<file path="config.mk">
export PLATFORM = sky130hd
export DESIGN_NAME = pc_fetch_unit
export DESIGN_NICKNAME = d
export VERILOG_FILES = /design/src/rtl/core_pkg.sv /design/src/rtl/next_pc_sel.sv /design/src/rtl/pc_fetch_unit.sv
export SDC_FILE = /design/constraint.sdc
export NUM_CORES = 1
export LEC_CHECK = 0
export CAP_MARGIN = 20
export CELL_PAD_IN_SITES_DETAIL_PLACEMENT = 2
export CELL_PAD_IN_SITES_GLOBAL_PLACEMENT = 2
export CORE_AREA = 2 2 126 128
export DETAILED_ROUTE_END_ITERATION = 10
export DIE_AREA = 0 0 128 130
export PLACE_DENSITY_LB_ADDON = 0.08
export SETUP_SLACK_MARGIN = 0.05
export SYNTH_ARGS = -nofsm -noshare
export SYNTH_HDL_FRONTEND = slang
export SYNTH_SLANG_ARGS = --single-unit
</file>
<file path="constraint.sdc">
create_clock -name clk -period 3.1 [get_ports clk]
set_input_delay 0.62 -clock clk [delete_from_list [all_inputs] [get_ports clk]]
set_output_delay 0.62 -clock clk [all_outputs]
set_load 0.02 [all_outputs]
</file>
<file path="src/rtl/core_pkg.sv">
// Shared core definitions: opcode constants and the fetch-stage state encoding.
package core_pkg;

    localparam logic [5:0] OP_JUMP  = 6'b000010;
    localparam logic [5:0] OP_JAL   = 6'b000011;
    localparam logic [5:0] OP_BEQ   = 6'b000100;
    localparam logic [5:0] OP_BNE   = 6'b000101;
    localparam logic [5:0] OP_JUMPR = 6'b001000;
    localparam logic [5:0] OP_IN    = 6'b011000;
    localparam logic [5:0] OP_HALT  = 6'b011011;

    typedef enum logic [1:0] {
        S_RUN     = 2'd0,
        S_WAIT_IN = 2'd1,
        S_HALTED  = 2'd2
    } fetch_state_e;

endpackage

</file>
<file path="src/rtl/next_pc_sel.sv">
// Next-PC selection: sequential step, conditional branch, jump target or register jump.
module next_pc_sel #(
    parameter int ADDR_W = 10
) (
    input  logic [ADDR_W-1:0] pc,
    input  logic [15:0]       imm,
    input  logic [ADDR_W-1:0] jtarget,
    input  logic [ADDR_W-1:0] rs_target,
    input  logic              PcSrc,
    input  logic              J_Jr,
    input  logic              Branch,
    input  logic              Beq_Bne,
    input  logic              alu_zero,
    output logic [ADDR_W-1:0] next_pc
);

    logic [ADDR_W-1:0] pc_plus1;
    logic [ADDR_W-1:0] offset;
    logic              taken;

    assign pc_plus1 = pc + ADDR_W'(1);
    // Sign-extend then truncate; all PC arithmetic wraps modulo 2^ADDR_W.
    assign offset   = ADDR_W'($signed(imm));
    assign taken    = Beq_Bne ? alu_zero : ~alu_zero;

    always_comb begin
        next_pc = pc_plus1;
        if (PcSrc) begin
            if (Branch && taken) next_pc = pc_plus1 + offset;
        end else if (J_Jr) begin
            next_pc = jtarget;
        end else begin
            next_pc = rs_target;
        end
    end

endmodule

</file>
<file path="src/rtl/pc_fetch_unit.sv">
// Program counter and fetch stage: PC register, input-stall / halt FSM and next-PC mux.
//
//  state     | meaning
//  ----------+---------------------------------------------------------------
//  S_RUN     | normal fetch; pc advances to next_pc each cycle
//  S_WAIT_IN | "in" instruction waiting for in_valid; pc held, writes gated
//  S_HALTED  | halt executed; pc frozen until reset
module pc_fetch_unit
    import core_pkg::*;
#(
    parameter int                ADDR_W   = 10,
    parameter int                INSTR_W  = 32,
    parameter int                DATA_W   = 32,
    parameter logic [ADDR_W-1:0] RESET_PC = '0
) (
    input  logic               clk,
    input  logic               rst_n,
    output logic [ADDR_W-1:0]  imem_addr,
    input  logic [INSTR_W-1:0] imem_data,
    output logic [INSTR_W-1:0] instr,
    output logic [5:0]         opcode,
    input  logic               PcSrc,
    input  logic               J_Jr,
    input  logic               Branch,
    input  logic               Beq_Bne,
    input  logic               Halt,
    input  logic               alu_zero,
    input  logic [DATA_W-1:0]  rs_data,
    input  logic               in_valid,
    input  logic [DATA_W-1:0]  in_data,
    output logic               in_ack,
    output logic [DATA_W-1:0]  in_value,
    output logic               wr_allow,
    output logic               halted,
    output logic [ADDR_W-1:0]  pc
);

    fetch_state_e      state_q;
    logic [ADDR_W-1:0] pc_q;
    logic [DATA_W-1:0] in_value_q;
    logic [ADDR_W-1:0] next_pc;
    logic              is_in_op;
    logic              is_halt_op;
    logic              unused_rs_hi;

    assign instr      = imem_data;
    assign opcode     = imem_data[INSTR_W-1 -: 6];
    assign is_in_op   = Halt && (opcode == OP_IN);
    // Any Halt assertion that is not an input request stops the core.
    assign is_halt_op = Halt && !is_in_op;
    assign unused_rs_hi = ^rs_data[DATA_W-1:ADDR_W];

    next_pc_sel #(.ADDR_W(ADDR_W)) u_next_pc_sel (
        .pc        (pc_q),
        .imm       (imem_data[15:0]),
        .jtarget   (imem_data[ADDR_W-1:0]),
        .rs_target (rs_data[ADDR_W-1:0]),
        .PcSrc     (PcSrc),
        .J_Jr      (J_Jr),
        .Branch    (Branch),
        .Beq_Bne   (Beq_Bne),
        .alu_zero  (alu_zero),
        .next_pc   (next_pc)
    );

    always_ff @(posedge clk or negedge rst_n) begin
        if (!rst_n) begin
            state_q    <= S_RUN;
            pc_q       <= RESET_PC;
            in_value_q <= '0;
        end else begin
            case (state_q)
                S_RUN: begin
                    if (is_halt_op) begin
                        state_q <= S_HALTED;
                    end else if (is_in_op) begin
                        if (in_valid) begin
                            in_value_q <= in_data;
                            pc_q       <= next_pc;
                        end else begin
                            state_q <= S_WAIT_IN;
                        end
                    end else begin
                        pc_q <= next_pc;
                    end
                end
                S_WAIT_IN: begin
                    if (in_valid) begin
                        in_value_q <= in_data;
                        pc_q       <= pc_q + ADDR_W'(1);
                        state_q    <= S_RUN;
                    end
                end
                S_HALTED: ;
                default: state_q <= S_RUN;
            endcase
        end
    end

    assign in_ack   = rst_n && in_valid &&
                      (((state_q == S_RUN) && is_in_op) || (state_q == S_WAIT_IN));
    assign wr_allow = rst_n &&
                      (((state_q == S_RUN) && !(is_in_op && !in_valid)) ||
                       ((state_q == S_WAIT_IN) && in_valid));
    assign halted    = (state_q == S_HALTED);
    assign in_value  = in_value_q;
    assign imem_addr = pc_q;
    assign pc        = pc_q;

endmodule

</file>
* Word level (Yosys, flattened, before mapping)
Cells that the tools add are included.
** Word-level totals
- Bits in registers :: 44
- Input port bits :: 105
- Output and inout port bits :: 93
- Logic and storage cells :: 54
** Cells by class
- $add $sub $neg :: 2
- Equality and inequality tests :: 9
- Mux-type cells :: 18
- Bitwise logic cells :: 2
- Reduce and logical (&&, ||, !) cells :: 20
** Operators with widths (number)
- 32-bit 2-to-1 mux :: 3
- 10-bit 2-to-1 mux :: 7
- 32-bit one-hot mux with 2 select lines :: 1
- 10-bit one-hot mux with 2 select lines :: 1
- 10-bit by 1-bit adder with 10-bit output, second input constant :: 1
- 10-bit adder :: 1
- 1-bit logical AND :: 10
- 3-bit inequality test, second input constant :: 3
- 2-bit 2-to-1 mux :: 4
- 4-bit AND reduction :: 2
- 6-bit by 5-bit == test with 1-bit output, second input constant :: 1
- 2-bit inequality test, second input constant :: 3
- 2-bit one-hot mux with 3 select lines :: 1
- 1-bit zero test :: 3
- 3-bit AND reduction :: 1
- 2-bit by 1-bit == test with 1-bit output, second input constant :: 1
- 2-bit == test, second input constant :: 1
- 2-bit zero test :: 1
- 1-bit logical OR :: 2
- 1-bit NOT :: 2
- 2-bit nonzero test :: 1
- 1-bit 2-to-1 mux :: 1

* Depth between registers and ports, before layout
Gate-level depths: netlist (run 1).
- Depth in word-level cells :: 9
- Mapped depth :: 11
- Gate-level depth less buffers :: 11

* By module
Synthesis (run 1) repeated with hierarchy kept, for this count alone.
** Unflattened totals
- Cells, all modules :: 323
- Area total of the unflattened synthesis :: 3205.6 µm²
** By module, submodules not included
- pc_fetch_unit :: times used 1, cells an instance 209, area an instance 2367.3 µm², sequential area each 1101.1 µm²
- next_pc_sel :: times used 1, cells an instance 114, area an instance 838.3 µm², sequential area each 0.0 µm²

* Worst setup path after synthesis (run 1)
No wires, ideal clock.
- Path kind :: register to register
- Start point :: register pc_q[1] (netlist: imem_addr[1])
- End point :: register pc_q[9] (netlist: imem_addr[9])
- Library setup time :: 0.068 ns
- Arrival :: 2.805 ns
- Data required time :: 3.032 ns
- Slack :: 0.227 ns
- Cell stages (with the launch flop) :: 11
- Buffers on the path :: 0
- Clock period less this slack :: 2.873 ns
- Cells stage by stage :: dfrtp_1 -> ha_1 -> nand3_1 -> xnor2_1 -> ha_1 -> and3_2 -> a2111o_1 -> a31oi_4 -> o2111ai_2 -> a2111o_1 -> nand3_1
** On the way
- Longest elaborated chain between the ends :: 8
- Elaborated cells on any way between the ends :: 9
- Those cells by class :: add/sub: 2; mux: 7
** Ends and longest elaborated chain
- start: declaration :: RTL line pc_fetch_unit.sv:39 : logic [ADDR_W-1:0] pc_q;
- start signal: assignment :: RTL line pc_fetch_unit.sv:79 : pc_q <= next_pc;
- start signal: assignment :: RTL line pc_fetch_unit.sv:84 : pc_q <= next_pc;
- start signal: assignment :: RTL line pc_fetch_unit.sv:90 : pc_q <= pc_q + ADDR_W'(1);
- 10-bit by 1-bit adder with 10-bit output (*) :: RTL line next_pc_sel.sv:21, pc_fetch_unit.sv:90
- 10-bit adder :: RTL line next_pc_sel.sv:29 : if (Branch && taken) next_pc = pc_plus1 + offset;
- 10-bit 2-to-1 mux :: RTL line next_pc_sel.sv:29
- 10-bit 2-to-1 mux :: RTL line next_pc_sel.sv:28 : if (PcSrc) begin
- 10-bit 2-to-1 mux :: RTL line pc_fetch_unit.sv:77 : if (in_valid) begin
- 10-bit 2-to-1 mux :: RTL line pc_fetch_unit.sv:76 : end else if (is_in_op) begin
- 10-bit 2-to-1 mux :: RTL line pc_fetch_unit.sv:74 : if (is_halt_op) begin
- 10-bit one-hot mux with 2 select lines (*) :: RTL line pc_fetch_unit.sv:72 : case (state_q)
Every way passes the cells marked *; elsewhere a longest branch is shown, timed or not. The select of a mux whose other input is x is not followed.
A chain may end at the register's enable or synchronous reset.

* Final worst setup path (run 1)
- Start point :: input port imem_data[0]
- End point :: register pc_q[8] (netlist: imem_addr[8])
** On the way
- Longest elaborated chain between the ends :: 7
** Ends and longest elaborated chain
- start: declaration :: RTL line pc_fetch_unit.sv:19 : input logic [INSTR_W-1:0] imem_data,
- 10-bit adder (*) :: RTL line next_pc_sel.sv:29
- 10-bit 2-to-1 mux (*) :: RTL line next_pc_sel.sv:29
- 10-bit 2-to-1 mux (*) :: RTL line next_pc_sel.sv:28
- 10-bit 2-to-1 mux :: RTL line pc_fetch_unit.sv:77
- 10-bit 2-to-1 mux (*) :: RTL line pc_fetch_unit.sv:76
- 10-bit 2-to-1 mux (*) :: RTL line pc_fetch_unit.sv:74
- 10-bit one-hot mux with 2 select lines (*) :: RTL line pc_fetch_unit.sv:72
Marked as above.

==> metrics.txt, run 1 <==
# TYPE chip_impl_metric gauge
chip_impl_metric{name="antenna_cells_inserted",unit=""} 0
chip_impl_metric{name="cpPeakStageDelay",unit="ps"} 440
chip_impl_metric{name="initial_utilization",unit="%"} 19.52
chip_impl_metric{name="syn_inst",unit=""} 296
chip_impl_metric{name="cts_setup_buffers",unit=""} 0
chip_impl_metric{name="worst-path-stages",unit=""} 10
chip_impl_metric{name="nNetsFinal",unit=""} 530
chip_impl_info{name="rsz0062_at_grt",value="yes"} 1
chip_impl_metric{name="power-per-cell-area",unit="nW/um2"} 415.9
chip_impl_metric{name="postSynthRegisterBits",unit=""} 44
chip_impl_metric{name="slew_viol_final",unit=""} 0
chip_impl_metric{name="design.portCount",unit=""} 198
chip_impl_metric{name="place.port_buffers",unit=""} 143
chip_impl_metric{name="maxSlewHeadroom",unit="%"} 47.81
chip_impl_metric{name="grt_first_pass_wirelength",unit="mm"} 16.24
chip_impl_metric{name="post_synth_instance_area",unit="um2"} 3012
chip_impl_metric{name="antenna_found_initial",unit=""} 0
chip_impl_metric{name="syn-num-nets",unit=""} 412
chip_impl_info{name="clock_tree_root",value="sky130_fd_sc_hd__clkbuf_16"} 1
chip_impl_metric{name="via_count_of_the_first_global_routing_pass",unit=""} 3003
chip_impl_metric{name="fin_worst_skew",unit="ps"} 4.710
chip_impl_metric{name="critical_path_arrival",unit="ps"} 3120
chip_impl_metric{name="hold_viol",unit=""} 0
chip_impl_metric{name="post_synth.cell_area_avg",unit="um2"} 10.17
chip_impl_info{name="mostFrequentLayoutCells",value="sky130_fd_sc_hd__clkdlybuf4s50_1 (140), sky130_fd_sc_hd__dfrtp_1 (43), sky130_fd_sc_hd__mux2_2 (35), sky130_fd_sc_hd__buf_4 (29), sky130_fd_sc_hd__nand2_1 (17)"} 1
chip_impl_metric{name="totalWireLength",unit="mm"} 10.33
chip_impl_metric{name="cp_max_fo",unit=""} 2
chip_impl_metric{name="ir_drop",unit="V"} 0.0001958
chip_impl_metric{name="clock_path_buffers",unit=""} 2
chip_impl_metric{name="min_period_over_period",unit="%"} 93.52
chip_impl_metric{name="route.vias.total",unit=""} 2666
chip_impl_metric{name="design.die.area",unit="um2"} 16640
chip_impl_metric{name="synth_cell_types",unit=""} 51
chip_impl_metric{name="postCtsHoldBufs",unit=""} 0
chip_impl_metric{name="clock_insertion_delay_worst_skew",unit="ps"} 290
chip_impl_metric{name="worst_r2r_path_depth",unit=""} 12
chip_impl_metric{name="tritoncts_num_sinks",unit=""} 44
chip_impl_metric{name="die_span_in_y",unit="um"} 130
chip_impl_metric{name="seq_area_frac_synth",unit="%"} 36.56
chip_impl_info{name="critical_path.cell_chain",value="clkdlybuf4s50_1 > ha_1 > fa_1 > a211oi_1 > o21bai_1 > a2111oi_0 > buf_4 > nor3_1 > nor3_1 > o22a_1"} 1
chip_impl_info{name="critical_path.most_common_cell",value="sky130_fd_sc_hd__nor3_1"} 1
chip_impl_info{name="crit_path_max_delay_family",value="compound AO/OA/AOI/OAI gates"} 1
chip_impl_metric{name="finish.cell_count_without_fillers",unit=""} 607
chip_impl_metric{name="antenna_violating_nets_post_route",unit=""} 0
chip_impl_info{name="synth_flop_type",value="sky130_fd_sc_hd__dfrtp_1"} 1
chip_impl_info{name="worst_setup_path_start_kind",value="primary input"} 1
chip_impl_metric{name="clkSlewWorstSetupHoldPaths",unit="ps"} 70
chip_impl_metric{name="cellLeakagePower",unit="nW"} 1.981
chip_impl_metric{name="drive_above_1_share",unit="%"} 20.48
chip_impl_metric{name="worstMarginPinSlew",unit="ps"} 775.8
chip_impl_metric{name="detailedRoute.firstIterationViolations",unit=""} 47
chip_impl_metric{name="track_usage",unit="%"} 12.41
chip_impl_info{name="run_status",value="completed"} 1
chip_impl_metric{name="synth_enable_flop_cells",unit=""} 0
chip_impl_info{name="critical-path-slowest-cell",value="sky130_fd_sc_hd__a2111oi_0"} 1
chip_impl_metric{name="detailedRoute.firstPassIterationCount",unit=""} 4
chip_impl_metric{name="setup_viol",unit=""} 0
chip_impl_info{name="timing.hold.worst.class",value="in -> async"} 1
chip_impl_metric{name="cts_made_buffers",unit=""} 5
chip_impl_metric{name="grt_start_max_net_pins",unit=""} 33
chip_impl_metric{name="min_period",unit="ps"} 2899
chip_impl_info{name="worst_setup_path_end_kind",value="register"} 1
chip_impl_metric{name="std_cell_rows",unit=""} 46
chip_impl_metric{name="post_drt_wl_per_cell",unit="um"} 17.01
chip_impl_metric{name="coreArea",unit="um2"} 15420
chip_impl_metric{name="dieWidth",unit="um"} 128
chip_impl_metric{name="globalplace.congestion",unit=""} 0.7409
chip_impl_metric{name="route.detailed.drc",unit=""} 0
chip_impl_metric{name="area_delta_synth_final",unit="%"} 54.30
chip_impl_metric{name="timing.max_cap.violations",unit=""} 0
chip_impl_metric{name="htreeDepth",unit=""} 2
chip_impl_metric{name="crit_buf_inv",unit=""} 2
chip_impl_metric{name="synth_async_sr_flop_share",unit="%"} 100.0
chip_impl_metric{name="timing.critical_path.required",unit="ps"} 3320
chip_impl_info{name="final_common_cell",value="sky130_fd_sc_hd__clkdlybuf4s50_1"} 1
chip_impl_info{name="clock_tree_from_tritoncts",value="done"} 1
chip_impl_metric{name="achievable-frequency",unit="MHz"} 344.9
chip_impl_metric{name="vias_per_cell",unit=""} 4.392
chip_impl_metric{name="finalPower",unit="mW"} 1.933
chip_impl_metric{name="place_hpwl",unit="mm"} 8.339
chip_impl_metric{name="ys_warnings",unit=""} 0
chip_impl_metric{name="overflow",unit=""} 0
chip_impl_metric{name="placedCellCount",unit=""} 599
chip_impl_info{name="timing_worst_setup_path_type",value="in -> reg"} 1
==> area by class of cell <==
cell class,instances,area (um2)
repair buffers,172,1642
clock inverters,2,35.03
well taps,192,240.2
clock buffers,6,128.9
fillers,1718,10780
multi-input cells,188,1488
flip-flops and latches,44,1102
inverters,3,11.26
==> what timing repair did <==
| action | in CTS | in global routing |
|---|---|---|
| pin swaps | 0 | 0 |
| endpoints found under the setup margin | 2 | 4 |
| resized for setup | 3 | 3 |
==> cell usage after synthesis, types with 6 or more instances <==
| master | instances | area (um2) |
|---|---|---|
| sky130_fd_sc_hd__a21oi_1 | 13 | 65.06 |
| sky130_fd_sc_hd__buf_4 | 48 | 360.4 |
| sky130_fd_sc_hd__clkbuf_1 | 7 | 26.28 |
| sky130_fd_sc_hd__dfrtp_1 | 44 | 1101 |
| sky130_fd_sc_hd__ha_1 | 10 | 125.1 |
| sky130_fd_sc_hd__mux2_2 | 35 | 394.1 |
| sky130_fd_sc_hd__mux2i_1 | 6 | 60.06 |
| sky130_fd_sc_hd__nand2_1 | 17 | 63.81 |
| sky130_fd_sc_hd__nand3_1 | 9 | 45.04 |
| sky130_fd_sc_hd__nor2_1 | 13 | 48.80 |
| sky130_fd_sc_hd__nor3_1 | 6 | 30.03 |
| sky130_fd_sc_hd__o21ai_0 | 13 | 65.06 |
| sky130_fd_sc_hd__xnor2_1 | 7 | 61.31 |
| sky130_fd_sc_hd__xor2_1 | 8 | 70.07 |
==> sequential cells by signal, indices dropped and copies added, names as in the netlist <==
register,flops
imem_addr,10
in_value,32
state_q,2
==> power by group <==
part | switching (mW) | internal (mW) | total, mW | leakage (nW)
logic | 0.334 | 0.359 | 0.693 | 1.31
registers | 0.0371 | 0.598 | 0.635 | 0.593
clock network | 0.225 | 0.379 | 0.604 | 0.0808
total | 0.596 | 1.34 | 1.93 | 1.98
==> through the flow <==
step	hold WS, ps	setup TNS [ps]	utilization (%)	area, um2	setup WS, ps
finish	140.0	0	30.13	4647	200.7
global route	139.5	0	30.13	4647	32.70
CTS	134.8	0	30.03	4632	119.3
detailed placement	450.0	-568.4	28.94	4464	-244.1
global placement	451.1	-435.9	28.94	4464	-172.6
floorplan	324.4	0	-	3012	226.5
==> layer usage <==
| layer | part of all wire, % | vias to the layer above | global-route usage (%) |
|---|---|---|---|
| met5 | 0 | - | 0 |
| met4 | 0.66 | 0 | 2.262 |
| met3 | 4.4 | 9 | 2.337 |
| met2 | 51 | 84 | 22.30 |
| met1 | 44 | 1327 | 15.70 |
| li1 | - | 1246 | - |
==> path summary, 6_finish.rpt <==
check | endpoint | from | slack, ps
max | imem_addr[8] | imem_data[0] | 200
max reg2reg | imem_addr[8] | imem_addr[0] | 220
min reg2reg | in_value[3] | in_value[3] | 510
min | in_value[26] | rst_n | 140
max in group asynchronous | in_value[11] | rst_n | 2380
min in group clk | in_value[3] | in_value[3] | 510
==> cells by family (layout without fill, tap and decap cells) <==
logic type,count (synthesis),count (layout),synth area share [%]
AO/OA/AOI/OAI,58,58,13.96
AND/OR/NAND/NOR,63,63,10.43
adder cells (fa/ha/maj),11,11,4.819
flip-flops,44,44,36.56
buffers and inverters,64,183,14.79
multiplexers,41,41,15.08
XOR/XNOR,15,15,4.362
No activity file was read; power rests on OpenSTA's default activity.
==> inputs of run 2 (changes only) <==
- CORE_AREA: 2 2 126 128 -> 4 4 128 130
- DIE_AREA: 0 0 128 130 -> 0 0 132 134
==> run 2 against run 1 <==
  * Die area is 6.3% higher
  * Setup slack better by 12 ps
  * First-iteration DRC count is 21% lower
  * Combinational power is 3% higher
  * Worst hold slack better by 200 ps
  * Sequential power hardly changed
  * Register-to-register slack hardly changed
  * Sequential share of layout area is 0.11 points lower
  * Clock skew hardly changed
  * Critical endpoint is now imem_addr[9]
  * Largest power group unchanged
  * Highest routed layer unchanged
==> metrics.txt, run 2 (synthesis gave the netlist of run 1 again) <==
# TYPE chip_impl_metric gauge
chip_impl_metric{name="tritoncts_num_sinks",unit=""} 44
chip_impl_info{name="clock_tree_from_tritoncts",value="done"} 1
chip_impl_metric{name="largest_register_ff_count",unit=""} 32
chip_impl_info{name="critical_path.most_common_cell",value="sky130_fd_sc_hd__a2111o_1"} 1
chip_impl_metric{name="fin_worst_skew",unit="ps"} 4.823
chip_impl_info{name="rr_endpoint",value="imem_addr[9]"} 1
chip_impl_metric{name="overflow",unit=""} 0
chip_impl_metric{name="route.detailed.drc",unit=""} 0
chip_impl_info{name="clock_tree_root",value="sky130_fd_sc_hd__clkbuf_16"} 1
chip_impl_info{name="run_status",value="completed"} 1
chip_impl_metric{name="clkSlewWorstSetupHoldPaths",unit="ps"} 70
chip_impl_metric{name="worstMarginPinSlew",unit="ps"} 741.7
chip_impl_info{name="mostFrequentLayoutCells",value="sky130_fd_sc_hd__clkdlybuf4s50_1 (140), sky130_fd_sc_hd__dfrtp_1 (43), sky130_fd_sc_hd__mux2_2 (35), sky130_fd_sc_hd__buf_4 (29), sky130_fd_sc_hd__nand2_1 (17)"} 1
chip_impl_info{name="crit_reg_reg_startpoint",value="imem_addr[0]"} 1
chip_impl_metric{name="antenna_cells_inserted",unit=""} 0
chip_impl_metric{name="cp_max_fo",unit=""} 5
chip_impl_metric{name="place.port_buffers",unit=""} 143
chip_impl_metric{name="drive_above_1_share",unit="%"} 21.45
chip_impl_metric{name="timing.critical_path.required",unit="ps"} 3320
chip_impl_info{name="worst_setup_path_end_kind",value="register"} 1
chip_impl_metric{name="design.portCount",unit=""} 198
chip_impl_metric{name="track_usage",unit="%"} 11.69
chip_impl_metric{name="timing.max_cap.violations",unit=""} 0
chip_impl_metric{name="vias_per_cell",unit=""} 4.418
chip_impl_metric{name="clock_insertion_delay_worst_skew",unit="ps"} 280
chip_impl_metric{name="cellLeakagePower",unit="nW"} 1.993
chip_impl_metric{name="route.vias.total",unit=""} 2664
chip_impl_metric{name="min_period",unit="ps"} 2887
chip_impl_metric{name="maxSlewHeadroom",unit="%"} 50.10
chip_impl_metric{name="worst_r2r_path_depth",unit=""} 11
chip_impl_metric{name="clock_path_buffers",unit=""} 2
chip_impl_info{name="final_common_cell",value="sky130_fd_sc_hd__clkdlybuf4s50_1"} 1
chip_impl_metric{name="cpPeakStageDelay",unit="ps"} 440
chip_impl_info{name="timing_worst_setup_path_type",value="reg -> reg"} 1
chip_impl_metric{name="slew_viol_final",unit=""} 0
chip_impl_metric{name="totalWireLength",unit="mm"} 10.61
chip_impl_metric{name="htreeDepth",unit=""} 2
chip_impl_metric{name="place_hpwl",unit="mm"} 8.634
chip_impl_metric{name="detailedRoute.firstIterationViolations",unit=""} 37
chip_impl_metric{name="coreArea",unit="um2"} 15150
chip_impl_info{name="critical-path-slowest-cell",value="sky130_fd_sc_hd__a2111o_1"} 1
chip_impl_metric{name="power-per-cell-area",unit="nW/um2"} 417.6
chip_impl_metric{name="grt_start_max_net_pins",unit=""} 33
chip_impl_metric{name="cts_made_buffers",unit=""} 5
chip_impl_metric{name="critical_path_arrival",unit="ps"} 3110
chip_impl_metric{name="fin_worst_setup_slack",unit="ps"} 212.9
chip_impl_metric{name="antenna_violating_nets_post_route",unit=""} 0
chip_impl_metric{name="globalplace.congestion",unit=""} 0.7302
chip_impl_metric{name="hold_viol",unit=""} 0
chip_impl_metric{name="dieWidth",unit="um"} 132
chip_impl_metric{name="antenna_found_initial",unit=""} 0
chip_impl_metric{name="setup_total_negative_slack",unit="ps"} 0
chip_impl_metric{name="detailedRoute.firstPassIterationCount",unit=""} 4
chip_impl_metric{name="achievable-frequency",unit="MHz"} 346.4
chip_impl_info{name="critical_path.cell_chain",value="ha_1 > nand3_1 > xnor2_2 > ha_1 > and3_1 > a2111o_1 > a31oi_4 > buf_4 > a2111o_1 > a2111o_1 > nand3_1"} 1
chip_impl_metric{name="via_count_of_the_first_global_routing_pass",unit=""} 2924
chip_impl_metric{name="setup_ws_pre_cts",unit="ps"} -211.4
chip_impl_info{name="worst_setup_path_start_kind",value="register"} 1
chip_impl_metric{name="min_period_over_period",unit="%"} 93.13
chip_impl_metric{name="die_span_in_y",unit="um"} 134
chip_impl_info{name="timing.hold.worst.class",value="in -> async"} 1
chip_impl_metric{name="ir_drop",unit="V"} 0.0001742
chip_impl_metric{name="timing.reg2reg.setup_slack",unit="ps"} 210
chip_impl_metric{name="grt_first_pass_wirelength",unit="mm"} 16.59
chip_impl_metric{name="design.die.area",unit="um2"} 17690
chip_impl_info{name="rsz0062_at_grt",value="no"} 1
chip_impl_metric{name="area_delta_synth_final",unit="%"} 55.01
chip_impl_metric{name="setup_viol",unit=""} 0
chip_impl_metric{name="post_drt_wl_per_cell",unit="um"} 17.60
chip_impl_metric{name="initial_utilization",unit="%"} 19.88
chip_impl_metric{name="postCtsHoldBufs",unit=""} 0
chip_impl_metric{name="std_cell_rows",unit=""} 45
chip_impl_metric{name="nNetsFinal",unit=""} 530
run 2: worst max-delay path by stage:
stage,depth (start not counted),startpoint,slack [ps],endpoint
6_report,11,imem_addr[0],210,imem_addr[9]
3_3_place_gp,6,imem_data[29],-160,in_ack
2_1_floorplan,10,imem_addr[1],230,imem_addr[9]
5_1_grt,11,imem_addr[0],50,imem_addr[9]
3_5_place_dp,6,imem_data[29],-210,in_ack
4_1_cts,10,imem_addr[0],100,imem_addr[9]
run 2: what timing repair did:
item                                    in CTS  in global routing
endpoints found under the setup margin       2                  3
pin swaps                                    0                  1
resized for setup                            5                  7
setup buffers                                0                  1
endpoints found under the hold margin        0                  0
run 2: cell type report:
type	instances	area, um2
Clock buffer	6	128.9
Fill cell	1666	10480
Inverter	3	11.26
Sequential cell	44	1102
Timing Repair Buffer	172	1642
Clock inverter	2	35.03
Multi-Input combinational cell	188	1514
Tap cell	188	235.2
run 2: report_power, final:
group / switching, mW / internal [mW] / total [mW]
Combinational: 0.346 / 0.367 / 0.713
Clock: 0.223 / 0.379 / 0.602
Sequential: 0.0369 / 0.598 / 0.635
Total: 0.606 / 1.34 / 1.95
run 2: routing by layer:
layer  share of wire [%]  GRT usage [%]
met1                  44          14.94
met2                  51          20.41
met3                 4.6          2.851
met4                0.48          1.867
met5                   0              0
run 2: through the flow:
step	hold slack (ps)	util [%]	area (um2)	total power, mW	std cells
2_1_floorplan	324.4	-	3012	1.060	296
3_3_place_gp	489.4	29.39	4452	1.334	594
3_5_place_dp	497.7	29.39	4452	1.347	594
4_1_cts	342.0	30.60	4634	1.977	602
5_1_grt	361.0	30.82	4668	2.073	603
6_report	337.9	30.82	4668	1.950	603
run 2: critical path: cells and delay by family (launching register included):
kind / cells / cell delay (ps)
flip-flops: 1 / 360
XOR/XNOR: 1 / 180
adder cells (fa/ha/maj): 2 / 560
buffers and inverters: 1 / 170
AND/OR/NAND/NOR: 3 / 400
AO/OA/AOI/OAI: 4 / 1170
==> inputs of run 3 (changes only) <==
- CORE_AREA: 4 4 128 130 -> 4 4 125 127
- DIE_AREA: 0 0 132 134 -> 0 0 129 131
- clock period: 3.1 -> 3.65 ns (I/O delays scaled with it)
==> run 3 against run 2 <==
  * Sequential power down 14%
  * Sequential cell count did not move
  * Clock power is 15% lower
  * Clock-buffer cell count did not move
  * Power down 18%
  * Routed wire length is 2.8% lower
  * Critical endpoint is now wr_allow
  * Largest cell class unchanged
  * Highest routed layer unchanged
==> metrics.txt, run 3 (synthesis gave the netlist of run 1 again) <==
# TYPE chip_impl_metric gauge
chip_impl_metric{name="antenna_cells_inserted",unit=""} 0
chip_impl_metric{name="post_drt_wl_per_cell",unit="um"} 17.81
chip_impl_metric{name="design.die.area",unit="um2"} 16900
chip_impl_metric{name="drive_above_1_share",unit="%"} 15.70
chip_impl_metric{name="area_delta_synth_final",unit="%"} 48.57
chip_impl_info{name="critical_path.endpoint",value="wr_allow"} 1
chip_impl_metric{name="via_count_of_the_first_global_routing_pass",unit=""} 2830
chip_impl_metric{name="std_cell_rows",unit=""} 44
chip_impl_metric{name="coreArea",unit="um2"} 14420
chip_impl_metric{name="overflow",unit=""} 0
chip_impl_info{name="crit_reg_reg_startpoint",value="imem_addr[0]"} 1
chip_impl_metric{name="clock_path_buffers",unit=""} 2
chip_impl_metric{name="critical_path_arrival",unit="ps"} 2700
chip_impl_metric{name="route.detailed.drc",unit=""} 0
chip_impl_metric{name="die_span_in_y",unit="um"} 131
chip_impl_metric{name="min_period",unit="ps"} 3427
chip_impl_info{name="run_status",value="completed"} 1
chip_impl_metric{name="worst_r2r_path_depth",unit=""} 10
chip_impl_info{name="rr_endpoint",value="imem_addr[9]"} 1
chip_impl_metric{name="cellLeakagePower",unit="nW"} 1.866
chip_impl_metric{name="track_usage",unit="%"} 11.77
chip_impl_metric{name="fin_worst_skew",unit="ps"} 5.174
chip_impl_metric{name="design.portCount",unit=""} 198
chip_impl_metric{name="hold_viol",unit=""} 0
chip_impl_metric{name="initial_utilization",unit="%"} 20.88
chip_impl_info{name="timing_worst_setup_path_type",value="in -> out"} 1
chip_impl_metric{name="finalPower",unit="mW"} 1.598
chip_impl_info{name="final_common_cell",value="sky130_fd_sc_hd__clkdlybuf4s50_1"} 1
chip_impl_metric{name="power-per-cell-area",unit="nW/um2"} 357.2
chip_impl_metric{name="tritoncts_num_sinks",unit=""} 44
chip_impl_metric{name="setup_total_negative_slack",unit="ps"} 0
chip_impl_info{name="rsz0062_at_grt",value="no"} 1
chip_impl_metric{name="vias_per_cell",unit=""} 4.489
chip_impl_metric{name="dieWidth",unit="um"} 129
chip_impl_info{name="clock_tree_from_tritoncts",value="done"} 1
chip_impl_metric{name="nNetsFinal",unit=""} 510
chip_impl_metric{name="timing.reg2reg.setup_slack",unit="ps"} 390
chip_impl_metric{name="postCtsHoldBufs",unit=""} 0
chip_impl_metric{name="cp_max_fo",unit=""} 3
chip_impl_metric{name="antenna_found_initial",unit=""} 0
chip_impl_metric{name="grt_first_pass_wirelength",unit="mm"} 15.52
chip_impl_metric{name="timing.critical_path.required",unit="ps"} 2920
chip_impl_metric{name="place_hpwl",unit="mm"} 8.443
chip_impl_metric{name="cts_made_buffers",unit=""} 5
chip_impl_metric{name="cpPeakStageDelay",unit="ps"} 660
chip_impl_metric{name="achievable-frequency",unit="MHz"} 291.8
chip_impl_metric{name="largest_register_ff_count",unit=""} 32
chip_impl_metric{name="min_period_over_period",unit="%"} 93.88
chip_impl_info{name="mostFrequentLayoutCells",value="sky130_fd_sc_hd__clkdlybuf4s50_1 (142), sky130_fd_sc_hd__dfrtp_1 (44), sky130_fd_sc_hd__mux2_2 (35), sky130_fd_sc_hd__nand2_1 (17)"} 1
chip_impl_metric{name="timing.max_cap.violations",unit=""} 0
chip_impl_info{name="crit_start",value="imem_data[30]"} 1
chip_impl_info{name="critical_path.most_common_cell",value="sky130_fd_sc_hd__clkdlybuf4s50_1"} 1
chip_impl_metric{name="clock_insertion_delay_worst_skew",unit="ps"} 290
chip_impl_metric{name="htreeDepth",unit=""} 2
chip_impl_metric{name="grt_start_max_net_pins",unit=""} 33
chip_impl_metric{name="detailedRoute.firstIterationViolations",unit=""} 43
chip_impl_metric{name="slew_viol_final",unit=""} 0
chip_impl_info{name="clock_tree_root",value="sky130_fd_sc_hd__clkbuf_16"} 1
chip_impl_metric{name="setup_viol",unit=""} 0
chip_impl_metric{name="detailedRoute.firstPassIterationCount",unit=""} 4
chip_impl_info{name="worst_setup_path_start_kind",value="primary input"} 1
chip_impl_metric{name="worstMarginPinSlew",unit="ps"} 847.3
chip_impl_metric{name="antenna_violating_nets_post_route",unit=""} 0
chip_impl_metric{name="route.vias.total",unit=""} 2599
chip_impl_metric{name="globalplace.congestion",unit=""} 0.7078
chip_impl_metric{name="place.port_buffers",unit=""} 143
chip_impl_metric{name="ir_drop",unit="V"} 0.0001670
chip_impl_metric{name="totalWireLength",unit="mm"} 10.31
chip_impl_metric{name="clkSlewWorstSetupHoldPaths",unit="ps"} 60
chip_impl_metric{name="maxSlewHeadroom",unit="%"} 42.99
chip_impl_info{name="critical_path.cell_chain",value="clkdlybuf4s50_1 > nor2b_1 > a31oi_1 > buf_4 > nor2_1 > nor3b_1 > clkdlybuf4s50_1"} 1
chip_impl_info{name="timing.hold.worst.class",value="in -> async"} 1
chip_impl_info{name="critical-path-slowest-cell",value="sky130_fd_sc_hd__clkdlybuf4s50_1"} 1
chip_impl_info{name="worst_setup_path_end_kind",value="output port"} 1
-- run 3: worst min path at each step --
stage / cells after the start / from / to
after floorplan: 0 / rst_n / imem_addr[0]
after global routing: 2 / rst_n / in_value[31]
final: 2 / rst_n / in_value[31]
after CTS: 2 / rst_n / in_value[6]
after global placement: 1 / in_value[21] / in_value[21]
after detailed placement: 1 / in_value[27] / in_value[27]
-- run 3: critical path, delay by kind of cell --
family | cells | cell delay, ps
AO/OA/AOI/OAI | 1 | 260
buffers and inverters | 3 | 1260
AND/OR/NAND/NOR | 3 | 450
-- run 3: per-layer routing --
metal	part of all wire, %	track usage (%)	wire length, um
met1	42	14.56	4314
met2	53	21.10	5443
met3	4.6	2.317	471
met4	0.79	2.779	81
met5	0	0	0
-- run 3: what timing repair did --
item | CTS | global route
endpoints found under the setup margin | 0 | 2
setup buffers | 0 | 0
gates resized for setup | 0 | 1
-- run 3: cell type report --
type / instances / area, um2
Clock inverter: 2 / 35.03
Sequential cell: 44 / 1101
Timing Repair Buffer: 152 / 1494
Tap cell: 184 / 230.2
Clock buffer: 6 / 128.9
Fill cell: 1592 / 9950
Multi-Input combinational cell: 188 / 1474
Inverter: 3 / 11.26
-- run 3: through the flow --
stage | instances | hold slack, ps | cell area, um2 | util (%) | worst slack [ps]
after floorplan | 296 | 434.4 | 3012 | - | 776.5
after global placement | 571 | 489.6 | 4304 | 29.84 | 152.2
after detailed placement | 571 | 498.5 | 4304 | 29.84 | 126.0
after CTS | 579 | 452.0 | 4468 | 30.98 | 99.68
after global routing | 579 | 481.3 | 4474 | 31.02 | 87.47
final | 579 | 445.8 | 4474 | 31.02 | 223.5
-- run 3: report_power, final --
part           internal, mW  total, mW  switching, mW
sequential            0.508      0.547         0.0397
combinational         0.272      0.541          0.269
clock                 0.322      0.510          0.187
total                  1.10       1.60          0.496
